[config.mk]
export PLATFORM = sky130hd
export DESIGN_NAME = thief_lockout_ctrl_flat
export DESIGN_NICKNAME = d
export VERILOG_FILES = /design/src/rtl/security_pkg.sv /design/src/rtl/thief_lockout_ctrl_if.sv /design/src/rtl/tick_prescaler.sv /design/src/rtl/thief_lockout_ctrl.sv /design/src/flat_wrapper.sv
export SDC_FILE = /design/constraint.sdc
export NUM_CORES = 1
export LEC_CHECK = 0
export ABC_AREA = 1
export CAP_MARGIN = 5
export CELL_PAD_IN_SITES_DETAIL_PLACEMENT = 1
export CELL_PAD_IN_SITES_GLOBAL_PLACEMENT = 1
export CORE_MARGIN = 2
export CORE_UTILIZATION = 43
export CTS_CLUSTER_DIAMETER = 120
export DETAILED_ROUTE_END_ITERATION = 10
export PLACE_DENSITY_LB_ADDON = 0.15
export SLEW_MARGIN = 20
export SYNTH_ARGS = -nofsm -noshare
export SYNTH_HDL_FRONTEND = slang
export SYNTH_SLANG_ARGS = --single-unit
[constraint.sdc]
create_clock -name clk_in -period 2.7 [get_ports clk_in]
set_clock_uncertainty 0.1 [all_clocks]
set_input_delay 0.405 -clock clk_in [delete_from_list [all_inputs] [get_ports clk_in]]
set_output_delay 0.405 -clock clk_in [all_outputs]
set_load 0.05 [all_outputs]
[src/rtl/security_pkg.sv]
// Shared encodings and widths for the lock's anti-tamper logic.
package security_pkg;

    localparam logic [1:0] ST_IDLE   = 2'd0;
    localparam logic [1:0] ST_LOCKED = 2'd1;
    localparam logic [1:0] ST_ALARM  = 2'd2;

    localparam int unsigned FAIL_W = 3;
    localparam int unsigned SECS_W = 8;
    localparam int unsigned LOCK_W = 3;

endpackage

[src/rtl/thief_lockout_ctrl_if.sv]
// Password-event inputs and status outputs of the lockout controller.
interface thief_lockout_ctrl_if;
    import security_pkg::*;

    logic              pass_ok;
    logic              pass_fail;
    logic              admin_clear;
    logic              locked;
    logic              alarm;
    logic [FAIL_W-1:0] fail_cnt;
    logic [SECS_W-1:0] secs_left;
    logic              tick_out;

    modport master (
        output pass_ok, pass_fail, admin_clear,
        input  locked, alarm, fail_cnt, secs_left, tick_out
    );

    modport slave (
        input  pass_ok, pass_fail, admin_clear,
        output locked, alarm, fail_cnt, secs_left, tick_out
    );

endinterface

[src/rtl/tick_prescaler.sv]
// Synchronous restartable divider: one registered tick every TICK_DIV cycles.
module tick_prescaler #(
    parameter int unsigned TICK_DIV = 50_000_000
) (
    input  logic clk_in,
    input  logic rst_n,
    input  logic restart,
    output logic tick
);

    localparam int unsigned     CNT_W = (TICK_DIV > 2) ? $clog2(TICK_DIV) : 1;
    localparam logic [CNT_W-1:0] LAST = CNT_W'(TICK_DIV - 1);

    logic [CNT_W-1:0] r_cnt;
    logic [CNT_W-1:0] w_cnt_nxt;
    logic             r_tick;

    always_comb begin
        if (restart || (r_cnt >= LAST)) begin
            w_cnt_nxt = '0;
        end else begin
            w_cnt_nxt = r_cnt + 1'b1;
        end
    end

    // Tick is registered alongside the count so it is high exactly while r_cnt == LAST.
    always_ff @(posedge clk_in or negedge rst_n) begin
        if (!rst_n) begin
            r_cnt  <= '0;
            r_tick <= 1'b0;
        end else begin
            r_cnt  <= w_cnt_nxt;
            r_tick <= (w_cnt_nxt == LAST);
        end
    end

    assign tick = r_tick;

endmodule

[src/rtl/thief_lockout_ctrl.sv]
// Anti-tamper sequencer: counts wrong passwords, times keypad lockouts, latches a sticky alarm.
module thief_lockout_ctrl
    import security_pkg::*;
#(
    parameter int unsigned TICK_DIV  = 50_000_000,
    parameter int unsigned MAX_FAIL  = 3,
    parameter int unsigned LOCK_SECS = 30,
    parameter int unsigned MAX_LOCKS = 3
) (
    input logic                 clk_in,
    input logic                 rst_n,
    thief_lockout_ctrl_if.slave bus
);

    localparam logic [FAIL_W-1:0] FAIL_LAST = FAIL_W'(MAX_FAIL - 1);
    localparam logic [LOCK_W-1:0] LOCK_LAST = LOCK_W'(MAX_LOCKS - 1);
    localparam logic [SECS_W-1:0] SECS_INIT = SECS_W'(LOCK_SECS);
    localparam logic [SECS_W-1:0] SECS_ONE  = SECS_W'(1);

    logic [1:0]        r_state;
    logic [1:0]        w_state_nxt;
    logic [FAIL_W-1:0] r_fail;
    logic [FAIL_W-1:0] w_fail_nxt;
    logic [LOCK_W-1:0] r_locks;
    logic [LOCK_W-1:0] w_locks_nxt;
    logic [SECS_W-1:0] r_secs;
    logic [SECS_W-1:0] w_secs_nxt;
    logic              r_locked;
    logic              r_alarm;
    logic              w_restart;
    logic              w_tick;

    tick_prescaler #(
        .TICK_DIV (TICK_DIV)
    ) u_prescaler (
        .clk_in  (clk_in),
        .rst_n   (rst_n),
        .restart (w_restart),
        .tick    (w_tick)
    );

    always_comb begin
        w_state_nxt = r_state;
        w_fail_nxt  = r_fail;
        w_locks_nxt = r_locks;
        w_secs_nxt  = r_secs;
        w_restart   = 1'b0;

        if (bus.admin_clear) begin
            w_state_nxt = ST_IDLE;
            w_fail_nxt  = '0;
            w_locks_nxt = '0;
            w_secs_nxt  = '0;
        end else begin
            case (r_state)
                ST_IDLE: begin
                    // pass_fail outranks pass_ok, so a simultaneous pair counts as a failure.
                    if (bus.pass_fail) begin
                        if (r_fail >= FAIL_LAST) begin
                            w_fail_nxt = '0;
                            if (r_locks != '1) begin
                                w_locks_nxt = r_locks + 1'b1;
                            end
                            if (r_locks >= LOCK_LAST) begin
                                w_state_nxt = ST_ALARM;
                                w_secs_nxt  = '0;
                            end else begin
                                w_state_nxt = ST_LOCKED;
                                w_secs_nxt  = SECS_INIT;
                                w_restart   = 1'b1;
                            end
                        end else begin
                            w_fail_nxt = r_fail + 1'b1;
                        end
                    end else if (bus.pass_ok) begin
                        w_fail_nxt  = '0;
                        w_locks_nxt = '0;
                    end
                end
                ST_LOCKED: begin
                    if (w_tick) begin
                        if (r_secs <= SECS_ONE) begin
                            w_state_nxt = ST_IDLE;
                            w_secs_nxt  = '0;
                        end else begin
                            w_secs_nxt = r_secs - 1'b1;
                        end
                    end
                end
                ST_ALARM: begin
                    w_secs_nxt = '0;
                end
                default: begin
                    w_state_nxt = ST_IDLE;
                    w_secs_nxt  = '0;
                end
            endcase
        end
    end

    always_ff @(posedge clk_in or negedge rst_n) begin
        if (!rst_n) begin
            r_state  <= ST_IDLE;
            r_fail   <= '0;
            r_locks  <= '0;
            r_secs   <= '0;
            r_locked <= 1'b0;
            r_alarm  <= 1'b0;
        end else begin
            r_state  <= w_state_nxt;
            r_fail   <= w_fail_nxt;
            r_locks  <= w_locks_nxt;
            r_secs   <= w_secs_nxt;
            r_locked <= (w_state_nxt == ST_LOCKED) || (w_state_nxt == ST_ALARM);
            r_alarm  <= (w_state_nxt == ST_ALARM);
        end
    end

    assign bus.locked    = r_locked;
    assign bus.alarm     = r_alarm;
    assign bus.fail_cnt  = r_fail;
    assign bus.secs_left = r_secs;
    assign bus.tick_out  = w_tick;

endmodule

[src/flat_wrapper.sv]
// flat-port wrapper written by rule: the top's interface ports become plain ports
module thief_lockout_ctrl_flat import security_pkg::*;
#(
    parameter int unsigned TICK_DIV  = 50_000_000,
    parameter int unsigned MAX_FAIL  = 3,
    parameter int unsigned LOCK_SECS = 30,
    parameter int unsigned MAX_LOCKS = 3
)
  (clk_in, rst_n, bus_pass_ok, bus_pass_fail, bus_admin_clear, bus_locked, bus_alarm, bus_fail_cnt, bus_secs_left, bus_tick_out);
  thief_lockout_ctrl_if bus_i ();
  input logic clk_in;
  input logic rst_n;
  input wire logic [$bits(bus_i.pass_ok)-1:0] bus_pass_ok;
  input wire logic [$bits(bus_i.pass_fail)-1:0] bus_pass_fail;
  input wire logic [$bits(bus_i.admin_clear)-1:0] bus_admin_clear;
  output wire logic [$bits(bus_i.locked)-1:0] bus_locked;
  output wire logic [$bits(bus_i.alarm)-1:0] bus_alarm;
  output wire logic [$bits(bus_i.fail_cnt)-1:0] bus_fail_cnt;
  output wire logic [$bits(bus_i.secs_left)-1:0] bus_secs_left;
  output wire logic [$bits(bus_i.tick_out)-1:0] bus_tick_out;
  assign bus_i.pass_ok = bus_pass_ok;
  assign bus_i.pass_fail = bus_pass_fail;
  assign bus_i.admin_clear = bus_admin_clear;
  assign bus_locked = bus_i.locked;
  assign bus_alarm = bus_i.alarm;
  assign bus_fail_cnt = bus_i.fail_cnt;
  assign bus_secs_left = bus_i.secs_left;
  assign bus_tick_out = bus_i.tick_out;
  thief_lockout_ctrl #(.TICK_DIV(TICK_DIV), .MAX_FAIL(MAX_FAIL), .LOCK_SECS(LOCK_SECS), .MAX_LOCKS(MAX_LOCKS)) u_core (.clk_in(clk_in), .rst_n(rst_n), .bus(bus_i));
endmodule
==> key figures <==
Synthesis
  – Mapped Area: 2799 sq um
  – Largest family of logic cells by synthesized area: simple AND/OR/NAND/NOR gates
  – Synth Area in Simple Gates: 0.3625
  – Post-Synth Adder-Cell Area: 0.04023
  – Most numerous cell in the Yosys netlist: nand2_1
  – XOR/XNOR share of the synthesized area: 0.04068
  – Synth warn: 0
  – Mux share of post-synthesis cell area: 0
  – Avg Cell Area, Syn: 6.963 sq um
  – Seq/Total Area, Yosys: 0.4023
  – Synthesis-stage register bit count: 45
  – Synth async-reset ratio: 1.000
  – Largest area contributor in the synthesized netlist: dfrtp_1
  – Mapped Cells: around 400
  – Yosys top cell area share: 0.4023
  – Yosys cell types: 26
  – Post-synthesis compound-gate area fraction: 0.06348
  – Count of flip-flops with a built-in enable after synthesis: 0
  – Most instantiated cells after synthesis: nand2_1, nor2_1, inv_1
  – Ranking of synthesized cells by area: dfrtp_1, nand2_1, nor2_1
  – Synth Flop Type: dfrtp_1
  – Net Count, Synth: between 400 and 500

Worst setup path
  – Critical Path AT: ~2.3 ns
  – Crit. End Element: flop
  – Cell chain of the critical path: ha_1 > nand2_2 > inv_1 > nand2_1 > nand2_1 > nand3_1 > nand2_1 > nor2_1 > nand2_1 > nand2_1 > nor2_1 > nand3_1 > nor2_1
  – CP max FO: 7
  – Crit Path Class: reg2reg
  – Slowest stage cell, crit path: dfrtp_1
  – Critical Path RT: 2.81 ns
  – Most used cell along the critical path: nand2_1
  – Startpoint Class: flop
  – Critical path's largest stage delay: a little over 0.4 ns

Floorplanning
  – Die area: 7171 sq um
  – Die Y-Extent: between 80 and 90 um
  – Die width: 84.68 um
  – I/O pin total: 19
  – Core area: 6314 sq um
  – Std cell rows: 29
  – Initial Utilization: 0.4433

CTS
  – CTS H-Tree Depth: 2
  – CTS max path bufs: 2
  – CTS sink count: between 40 and 50
  – PostCTS Resize Cnt: 0
  – Num CTS Buffers: 5
  – Latest clock arrival within the worst-skew pair: 0.30 ns
  – CTS clk-pin slew, worst paths: ~0.090 ns
  – Root Driver: clkbuf_8
  – CTS tree: yes

Route
  – Vias: around 2500
  – Detailed-router iteration count before antenna repair: 4
  – Drt first-iter violations: ~120
  – Vias/cell: roughly 5.0
  – WL/cell: 14.18 um
  – Drt drc: 0
  – Wirelength, routed: a little over 7 mm
  – Antenna-violating nets left: 0

Placement
  – DP Wirelength: 5.902 mm
  – IO buf count: 18
  – Placed insts: 500
  – GP Congestion: 0.9395

Timing
  – Slew Viols, Final: 0
  – Setup violators final: 0
  – FMAX: approximately 0.46 GHz
  – RSZ-0062 raised after global routing: false
  – Worst slew pin tran: approximately 0.5 ns
  – Setup total negative slack: 0 ns
  – Max-slew headroom: 0.6656
  – Final hold vios: 0
  – Period utilisation layout: 0.8081
  – Final critical-path required period: between 2 and 2.5 ns

Final layout
  – Share of cells above drive strength 1: 0.06019
  – N_diodes: 0
  – Post-route insts no fill: roughly 500
  – Fill cells: 860
  – # nets final: around 450
  – Syn-to-layout area delta: 15.02%

Global routing
  – Largest net degree at the start of global routing: 20
  – Initial antenna violation count: 0
  – GRT overflow: 0
  – Number of global-route vias before repair: approximately 2700
  – All-layer global routing usage: 0.2256
  – First-pass GRT wire length: roughly 13 mm

Power
  – Sequential Power Share: 0.383
  – Gate power share: 0.394
  – Clk pwr share: 0.223
  – Leakage: 1.584 nW
  – Pwr dens: a little over 700 nW/um^2
  – Switching share of power: 0.4129
  – NetSw: roughly 0.96 mW
  – Maximum vdd drop: between 0.5 and 0.6 mV
  – Int Pwr: around 1.4 mW

Outcome
  – Status: finished clean

Flow run
  – Max_cap viols: 0

Hold path
  – HP Class: reg2reg
## power groups by stage
| stage | Clock (mW) | Combinational (mW) | Sequential (mW) |
|---|---|---|---|
| after floorplan | 0 | 0.518 | 1.03 |
| after global placement | 0 | 0.894 | 0.900 |
| after detailed placement | 0 | 0.923 | 0.906 |
| after CTS | 0.535 | 0.930 | 0.893 |
| after global routing | 0.557 | 1.05 | 0.912 |
| final | 0.519 | 0.919 | 0.891 |
## worst paths after layout
kind | cells after the start | slack [ns] | from | to
max reg2reg | 13 | 0.52 | u_core.u_prescaler.r_cnt[0]$_DFF_PN0_ | u_core.u_prescaler.tick$_DFF_PN0_
max | 13 | 0.52 | u_core.u_prescaler.r_cnt[0]$_DFF_PN0_ | u_core.u_prescaler.tick$_DFF_PN0_
min reg2reg | 1 | 0.39 | u_core.u_prescaler.r_cnt[0]$_DFF_PN0_ | u_core.u_prescaler.r_cnt[0]$_DFF_PN0_
min | 1 | 0.39 | u_core.u_prescaler.r_cnt[0]$_DFF_PN0_ | u_core.u_prescaler.r_cnt[0]$_DFF_PN0_
min in group asynchronous | 2 | 0.44 | rst_n | u_core.u_prescaler.r_cnt[20]$_DFF_PN0_
max in group asynchronous | 3 | 1.45 | rst_n | u_core.bus.alarm$_DFF_PN0_
## area by class of cell
class | count | area, sq um | area share
repair buffers | 24 | 222.7 | 0.06918
clock inverters | 2 | 38.79 | 0.01205
inverters | 65 | 244.0 | 0.07579
well taps | 77 | 96.34 | 0.02993
multi-input cells | 290 | 1419 | 0.4407
flip-flops and latches | 45 | 1126 | 0.3498
clock buffers | 6 | 72.57 | 0.02254
## cells in the final DEF, fill, tap and decap left out, types with 2 or more instances in the layout
cell	n
ha_1	9
xnor2_1	5
inv_1	65
nand4_1	4
xor2_1	8
clkbuf_8	5
buf_4	5
nor2_4	4
dfrtp_1	45
nor2_2	3
nand3_1	21
nand2_1	106
nor4_1	2
nand2_2	3
nor2_1	80
a21oi_1	9
a211oi_1	2
nor3_1	6
o21ai_0	16
clkdlybuf4s50_1	17
o22ai_1	2
nand3b_1	4
## through the flow
step	util	power (mW)	area [sq um]	hold slack (ns)	setup WS, ns
after global routing	0.5099	2.515	3219	0.4093	0.2880
after detailed placement	0.4907	1.829	3098	0.2478	0.3005
after global placement	0.4907	1.795	3098	0.2475	0.4741
after CTS	0.5099	2.357	3219	0.3945	0.5146
after floorplan	-	1.549	2799	0.009409	0.5561
final	0.5099	2.329	3219	0.3894	0.5180
## repair_timing
item,4_1_cts,5_1_grt
hold buffers,1,0
buffers inserted,0,0
endpoints found under the hold margin,13,0
## cell families after synthesis
family | Yosys count
DFF | 45
xor gates and xnor gates | 13
AOI/OAI and AO/OA | 32
and+or+nand+nor | 236
adders and majority gates | 9
buffers and inverters | 67
## critical path: cells and delay by family, from the launching register on
| family | cells | cell delay [ns] |
|---|---|---|
| simple gates | 11 | 1.26 |
| flops | 1 | 0.41 |
| fa+ha+maj | 1 | 0.24 |
| buf+inv | 1 | 0.08 |
## sequential cells by signal, indices dropped and copies added, names as in the netlist
signal and flops:
u_core.r_state 2, u_core.bus.locked 1, u_core.bus.fail_cnt 3, u_core.bus.secs_left 8
u_core.bus.alarm 1, u_core.r_locks 3, u_core.u_prescaler.r_cnt 26, u_core.u_prescaler.tick 1
## layer usage
layer	vias to the layer above	track usage	wire, um
met2	18	0.3765	3395
li1	1298	-	-
met3	5	0.03147	147
met1	1214	0.3144	3619
met4	0	0.04618	58
met5	-	0	0
Power figures use the tool's default switching activity.
